[config.mk]
export PLATFORM = sky130hd
export DESIGN_NAME = mem_stage_ctrl
export DESIGN_NICKNAME = d
export VERILOG_FILES = /design/src/rtl/mem_ctrl_pkg.sv /design/src/rtl/mem_wait_timer.sv /design/src/rtl/mem_stage_ctrl.sv
export SDC_FILE = /design/constraint.sdc
export NUM_CORES = 1
export LEC_CHECK = 0
export ABC_AREA = 1
export BUFFER_PORTS_ARGS = -buffer_cell sky130_fd_sc_hd__buf_2
export CAP_MARGIN = 20
export CELL_PAD_IN_SITES_DETAIL_PLACEMENT = 1
export CELL_PAD_IN_SITES_GLOBAL_PLACEMENT = 1
export CORE_UTILIZATION = 29
export DETAILED_ROUTE_END_ITERATION = 16
export PLACE_DENSITY = 0.78
export SLEW_MARGIN = 0
export SYNTH_ARGS = -nofsm -noshare
export SYNTH_HDL_FRONTEND = slang
export SYNTH_HIERARCHICAL = 1
export SYNTH_SLANG_ARGS = --single-unit
export TNS_END_PERCENT = 100
[constraint.sdc]
create_clock -name clk -period 1.2 [get_ports clk]
set_input_delay 0.24 -clock clk [delete_from_list [all_inputs] [get_ports clk]]
set_output_delay 0.24 -clock clk [all_outputs]
set_load 0.05 [all_outputs]
[src/rtl/mem_ctrl_pkg.sv]
// mem_ctrl_pkg: shared state encoding and defaults for the MEM-stage memory sequencer
package mem_ctrl_pkg;
  typedef enum logic [1:0] {
    ST_IDLE = 2'd0,
    ST_BUSY = 2'd1,
    ST_DONE = 2'd2
  } state_t;
  localparam int DEF_TIMEOUT = 64;
endpackage

[src/rtl/mem_wait_timer.sv]
// mem_wait_timer: counts BUSY cycles and flags the last one before an abort
module mem_wait_timer
  import mem_ctrl_pkg::*;
#(
  parameter int TIMEOUT = DEF_TIMEOUT
) (
  input  logic clk,
  input  logic rst_n,
  input  logic clear_i,
  input  logic enable_i,
  output logic expired_o
);
  localparam int W = $clog2(TIMEOUT);
  localparam logic [W-1:0] LAST = W'(TIMEOUT - 1);
  logic [W-1:0] cnt_q, cnt_d;
  always_comb cnt_d = clear_i ? '0 : enable_i ? cnt_q + W'(1) : cnt_q;
  always_ff @(posedge clk) cnt_q <= !rst_n ? '0 : cnt_d;
  assign expired_o = cnt_q == LAST;
endmodule

[src/rtl/mem_stage_ctrl.sv]
// mem_stage_ctrl: stalls the pipeline around a req/ack data-memory access with timeout abort
module mem_stage_ctrl
  import mem_ctrl_pkg::*;
#(
  parameter int DATA_W  = 32,
  parameter int TIMEOUT = DEF_TIMEOUT,
  parameter int CNT_W   = 16
) (
  input  logic              clk,
  input  logic              rst_n,
  input  logic              MemtoRegM,
  input  logic              MemWriteM,
  input  logic [DATA_W-1:0] ALUOutM,
  input  logic [DATA_W-1:0] WriteDataM,
  input  logic              mem_ack,
  input  logic              mem_err,
  input  logic [DATA_W-1:0] mem_rdata,
  output logic              mem_req,
  output logic              mem_we,
  output logic [DATA_W-1:0] mem_addr,
  output logic [DATA_W-1:0] mem_wdata,
  output logic              StallM,
  output logic              FlushW,
  output logic [DATA_W-1:0] ReadDataM,
  output logic              mem_fault,
  output logic [CNT_W-1:0]  stall_cnt
);
  state_t            state_q;
  logic              req_q, we_q, fault_q;
  logic [DATA_W-1:0] addr_q, wdata_q, rdata_q;
  logic [CNT_W-1:0]  cnt_q;
  logic              access, busy, expired;
  assign access = MemtoRegM | MemWriteM;
  assign busy   = state_q == ST_BUSY;
  assign StallM = (state_q == ST_IDLE && access) || busy;
  assign FlushW = StallM;
  mem_wait_timer #(.TIMEOUT(TIMEOUT)) u_timer (
    .clk      (clk),
    .rst_n    (rst_n),
    .clear_i  (!busy),
    .enable_i (busy),
    .expired_o(expired)
  );
  // DONE always falls back to IDLE, so a still-asserted access is not re-issued
  always_ff @(posedge clk) begin
    if (!rst_n) begin
      state_q <= ST_IDLE;
      req_q   <= 1'b0;
      we_q    <= 1'b0;
      addr_q  <= '0;
      wdata_q <= '0;
      rdata_q <= '0;
      fault_q <= 1'b0;
      cnt_q   <= '0;
    end else begin
      if (StallM && cnt_q != '1) cnt_q <= cnt_q + CNT_W'(1);
      case (state_q)
        ST_IDLE: if (access) begin
          state_q <= ST_BUSY;
          req_q   <= 1'b1;
          we_q    <= MemWriteM;
          addr_q  <= ALUOutM;
          wdata_q <= WriteDataM;
        end
        ST_BUSY: if (mem_ack) begin
          state_q <= ST_DONE;
          req_q   <= 1'b0;
          if (!we_q) rdata_q <= mem_rdata;
          if (mem_err) fault_q <= 1'b1;
        end else if (expired) begin
          state_q <= ST_DONE;
          req_q   <= 1'b0;
          rdata_q <= '0;
          fault_q <= 1'b1;
        end
        default: state_q <= ST_IDLE;
      endcase
    end
  end
  assign mem_req   = req_q;
  assign mem_we    = we_q;
  assign mem_addr  = addr_q;
  assign mem_wdata = wdata_q;
  assign ReadDataM = rdata_q;
  assign mem_fault = fault_q;
  assign stall_cnt = cnt_q;
endmodule

# --- Yosys cells after proc, flatten, opt, wreduce, memory -nomap -nowiden ---
# Cells that the tools add are included.
op_classes:
  n_bitwise: 1
  n_mux: 14
  n_reduce_logical: 12
  n_eq_ne: 7
  addsub: 2
op_table:
  columns: ["cell", "count"]
  rows:
  - ["two-way mux 32 bit", 3]
  - ["adder 16 x 1 -> 16 bit, second input constant", 1]
  - ["inequality test 16 bit, second input constant", 1]
  - ["AND reduction 3 bit", 3]
  - ["adder 6 x 1 -> 6 bit, second input constant", 1]
  - ["equality test 6 bit, second input constant", 1]
  - ["two-way mux 1 bit", 6]
  - ["two-way mux 2 bit", 3]
  - ["AND reduction 2 bit", 3]
  - ["inequality test 2 bit, second input constant", 2]
  - ["case mux 2 bit (2 select lines)", 1]
  - ["nonzero test 2 bit", 2]
  - ["inequality test 3 x 2 -> 1 bit, second input constant", 1]
  - ["equality test 2 x 1 -> 1 bit, second input constant", 1]
  - ["logical AND 1 bit", 2]
  - ["logical NOT 2 bit", 1]
  - ["inequality test 2 x 1 -> 1 bit, second input constant", 1]
  - ["case mux 1 bit (2 select lines)", 1]
  - ["logical OR 1 bit", 1]
  - ["OR 1 bit", 1]
totals:
  input_bits: 102
  regBits: 123
  output_inout_bits: 117

# --- Depth between registers and ports, before layout ---
depth:
  word_depth: 4
  depth_mapped: 10
  ltp_nobuf: 10

# --- Modules after synthesis ---
# Netlist, hierarchy kept.
modules_own_cells:
  columns: ["module", "seq_area_each_um2", "cells_each", "instances", "area_per_inst_um2"]
  rows:
  - ["mem_stage_ctrl", 2342.2, 599, 1, 4486.8]
  - ["mem_wait_timer", 120.1, 38, 1, 271.5]

# --- Worst setup path before layout ---
# No wires, ideal clock.
synth_timing:
  path_type: "flip-flop to flip-flop"
  start: "register cnt_q[0] (netlist: stall_cnt[0])"
  end: "register cnt_q[1] (netlist: stall_cnt[1])"
  path_slack_ns: -0.483
  stages_incl_launch_ff: 11
  period_less_slack_ns: 1.683
  required_time_ns: 1.086
  arrival_ns: 1.568
  cell_sequence: "dfxtp_1 > ha_1 > inv_1 > nor2_1 > nand2_1 > inv_1 > nand2_2 > nand2_1 > inv_1 > nor2_1 > nor2_1"
synth_between:
  elab_chain_len: 2
  elab_cells_between_ends: 3
synth_lines:
  columns: ["item", "line_no", "rtl"]
  rows:
  - ["start: declaration", "mem_stage_ctrl.sv:31", "logic [CNT_W-1:0] cnt_q;"]
  - ["start signal: assignment", "mem_stage_ctrl.sv:56", "if (StallM && cnt_q != '1) cnt_q <= cnt_q + CNT_W'(1);"]
  - ["parallel branches: the longest is 2 deep, another holds adder 16 x 1 -> 16 bit", null, null]
# Several ways; the timed one is not identified.
# A chain may end at the register's enable or synchronous reset.

# --- Worst setup path after layout ---
layout_timing:
  start: "register state_q[1]"
  end: "register addr_q[2] (netlist: mem_addr[2])"
layout_between:
  elab_chain_len: 2
layout_lines:
  columns: ["item", "line_no", "rtl"]
  rows:
  - ["start: declaration", "mem_stage_ctrl.sv:28", "state_t state_q;"]
  - ["start signal: assignment", "mem_stage_ctrl.sv:47", "state_q <= ST_IDLE;"]
  - ["start signal: assignment", "mem_stage_ctrl.sv:59", "state_q <= ST_BUSY;"]
  - ["start signal: assignment", "mem_stage_ctrl.sv:66", "state_q <= ST_DONE;"]
  - ["logical NOT 2 bit", "mem_stage_ctrl.sv:57", "case (state_q)"]
  - ["AND reduction 2 bit (no source line)", null, null]
  - ["end signal: assignment", "mem_stage_ctrl.sv:62", "addr_q <= ALUOutM;"]
  - ["end: declaration", "mem_stage_ctrl.sv:30", "logic [DATA_W-1:0] addr_q, wdata_q, rdata_q;"]
# No other way between the ends.

==> flow_metrics.py <==
metrics = {
    "clocking": {
        "cts-root-buf": "clkbuf_16",
        "cts_buffers": 17,
        "cts_max_path_buffers": 2,
        "clock_sinks": 123,
        "cts_tree": "yes",
        "clk_pin_slew_ns": 0.06,
        "clkLatencyLatePin_ns": 0.42,
        "cts_hold_repair.buffers": 0,
        "h-tree-depth": 4,
    },
    "global_routing": {
        "grt-ovfl-total": 0,
        "grt_max_degree": 61,
        "antenna_found_initial": 1,
        "grt_pass1_vias": 5375,
        "grt_first_pass_wirelength_mm": 27.5,
        "grt.total_usage": 0.214,
    },
    "placement": {
        "dp_slack_ns": -0.190,
        "dp_hpwl_mm": 10.8,
        "place_area_um2": 6450,
        "placed_cells": 1079,
        "numPortBuffers": 218,
        "gp_congestion": 0.785,
    },
    "route": {
        "vias": 5412,
        "drc": 0,
        "postRouteAntennaNets": 0,
        "vias_per_cell": 4.70,
        "routed_wirelength_mm": 20.0,
        "wire_per_inst_um": 17.4,
        "first_pass_iters": 4,
        "first_iter_violations": 153,
    },
    "timing": {
        "setup_violations": 132,
        "layout_min_cycle_time_ns": 1.46,
        "fin_crit_sh": 1.22,
        "rsz0062_at_grt": "true",
        "tns_ns": -18.83,
        "fmax_ghz": 0.684,
        "max_slew.worst_pin.slew_ns": 0.308,
        "hold_viol": 0,
        "skew_ns": 0.00796,
        "worst_slack_ns": -0.261,
        "slew_viol_final": 0,
        "relSlewSlack": 0.794,
    },
    "pwr": {
        "p_leak_nw": 3.86,
        "ir_drop_mv": 1.01,
        "seq_power_share": 0.354,
        "p_int_mw": 8.78,
        "power_mw": 13.3,
        "power_frac_comb": 0.281,
        "power.share.clock": 0.365,
        "p_sw_mw": 4.53,
        "powerDensity_nw_per_um2": 1490,
        "p_sw_frac": 0.340,
    },
    "floorplanning": {
        "std_cell_rows": 46,
        "die_y_um": 130,
        "io_pins": 219,
        "initial_core_util": 0.298,
        "die_area_um2": 16900,
        "die-width_um": 130,
        "core_um2": 15900,
    },
    "setup_path": {
        "crit_required_ns": 1.50,
        "criticalPathCategory": "register to register",
        "rrSetupSlack_ns": -0.26,
        "crit_path_start_kind": "register",
        "reg2reg_depth": 9,
        "cp_max_fo": 7,
        "endpoint_kind": "register",
        "arrival_ns": 1.77,
    },
    "yosys": {
        "ys_types": 25,
        "synth.cell_area_um2": 4760,
        "syn_avg_cell_area_um2": 7.47,
        "synth_top_area_share": 0.517,
        "synth_area_leaders": "dfxtp_1, nor2_1, nand2_1",
        "yosysSeqAreaShare": 0.517,
        "yosysWarnings": 6,
        "syn_nets": 741,
        "synth_top_area_cell": "dfxtp_1",
        "syn_inst": 637,
        "ys_ff_latch": 123,
    },
    "cells_and_area": {
        "nets": 1026,
        "stdcell_area_um2": 8910,
        "final_common_cell": "nor2_1",
        "area_growth_pct": 87.2,
        "drive_above_1_share": 0.603,
        "fin_cells": 1151,
        "final_cell_mix": "nor2_1, buf_6, nand2_1",
    },
    "flow_run": {
        "cap_violations": 0,
    },
    "status": {
        "status": "finished with violations",
        "failed_checks": "negative setup slack",
    },
    "worst_hold_path": {
        "hold_class": "input pin to register",
        "min_path_cells": 3,
    },
}
-- power by group through the flow --
stage | Combinational, mW | Sequential (mW) | Clock [mW]
floorplan | 0.772 | 5.68 | 0
CTS | 3.25 | 4.62 | 4.91
global placement | 2.58 | 4.61 | 0
global route | 3.93 | 4.74 | 5.12
detailed placement | 2.61 | 4.62 | 0
finish | 3.74 | 4.71 | 4.86
-- logic make-up after synthesis --
group,count (synthesis),synth area share
buf+inv,59,0.0615
simple gates,327,0.277
compound gates,125,0.137
fa+ha+maj,2,0.00526
xor+xnor,1,0.00184
flops,123,0.517
-- repair_timing --
item,4_1_cts,5_1_grt
buffers inserted,22,10
gates resized for setup,335,200
gates cloned,3,5
setup endpoints to repair,236,192
pin swaps,10,15
-- worst paths after layout --
check,end,startpoint
max reg2reg,mem_addr[2]$_SDFFE_PN0P_,state_q[1]$_SDFFE_PN0P_
max,mem_addr[2]$_SDFFE_PN0P_,state_q[1]$_SDFFE_PN0P_
min reg2reg,mem_fault$_SDFFE_PN0P_,mem_fault$_SDFFE_PN0P_
min,mem_addr[9]$_SDFFE_PN0P_,ALUOutM[9]
-- flip-flops by register name, summed over array words and instances, names as in the netlist --
signal and cells:
mem_req 1, stall_cnt 16, mem_fault 1, ReadDataM 32, mem_we 1, state_q 2
u_timer/cnt_q 6, mem_wdata 32, mem_addr 32
-- per-stage QoR --
step                       util  hold slack (ns)
final                     0.559           0.0576
after detailed placement  0.404            0.440
after global routing      0.559           0.0554
after global placement    0.404            0.440
after floorplan               -            0.380
after CTS                 0.518           0.0425
-- critical path: stages (launching register included) --
cell	delay [ns]
dfxtp_4	0.36
nor2_4	0.04
nand2_4	0.08
buf_4	0.12
buf_12	0.15
clkinv_8	0.09
buf_6	0.14
clkbuf_16	0.15
nor2_1	0.14
nor2_1	0.07
-- Yosys cell counts --
cell      count
a21oi_1      49
a21oi_2       7
buf_1         1
buf_2        15
buf_4         2
buf_6         6
clkbuf_1     11
dfxtp_1     123
ha_1          2
inv_1        23
inv_2         1
nand2_1     117
nand2_2       3
nand2_4       2
nand3_1      19
nand3b_1      2
nand4_1       1
nor2_1      175
nor2_2        5
nor2_4        1
nor3_1        1
nor3_4        1
o21ai_0      54
o21ai_1      15
xnor2_1       1
-- area by class of cell --
cell class	count	area, um2
fill	1846	7040
timing repair buffer	301	2890
sequential	123	2640
multi-input combinational	455	2450
clock buffer	17	425
tap	216	270
clock inverter	14	120
inverter	24	105
antenna	1	2.50
-- layer usage --
layer | part of all wire | vias up | wire length, um | GRT usage
li1 | - | 2604 | - | -
met1 | 0.37 | 2588 | 7480 | 0.231
met2 | 0.55 | 161 | 11000 | 0.393
met3 | 0.038 | 59 | 770 | 0.0492
met4 | 0.040 | 0 | 794 | 0.105
met5 | 0 | - | 0 | 0
No activity file was read; power rests on OpenSTA's default activity.
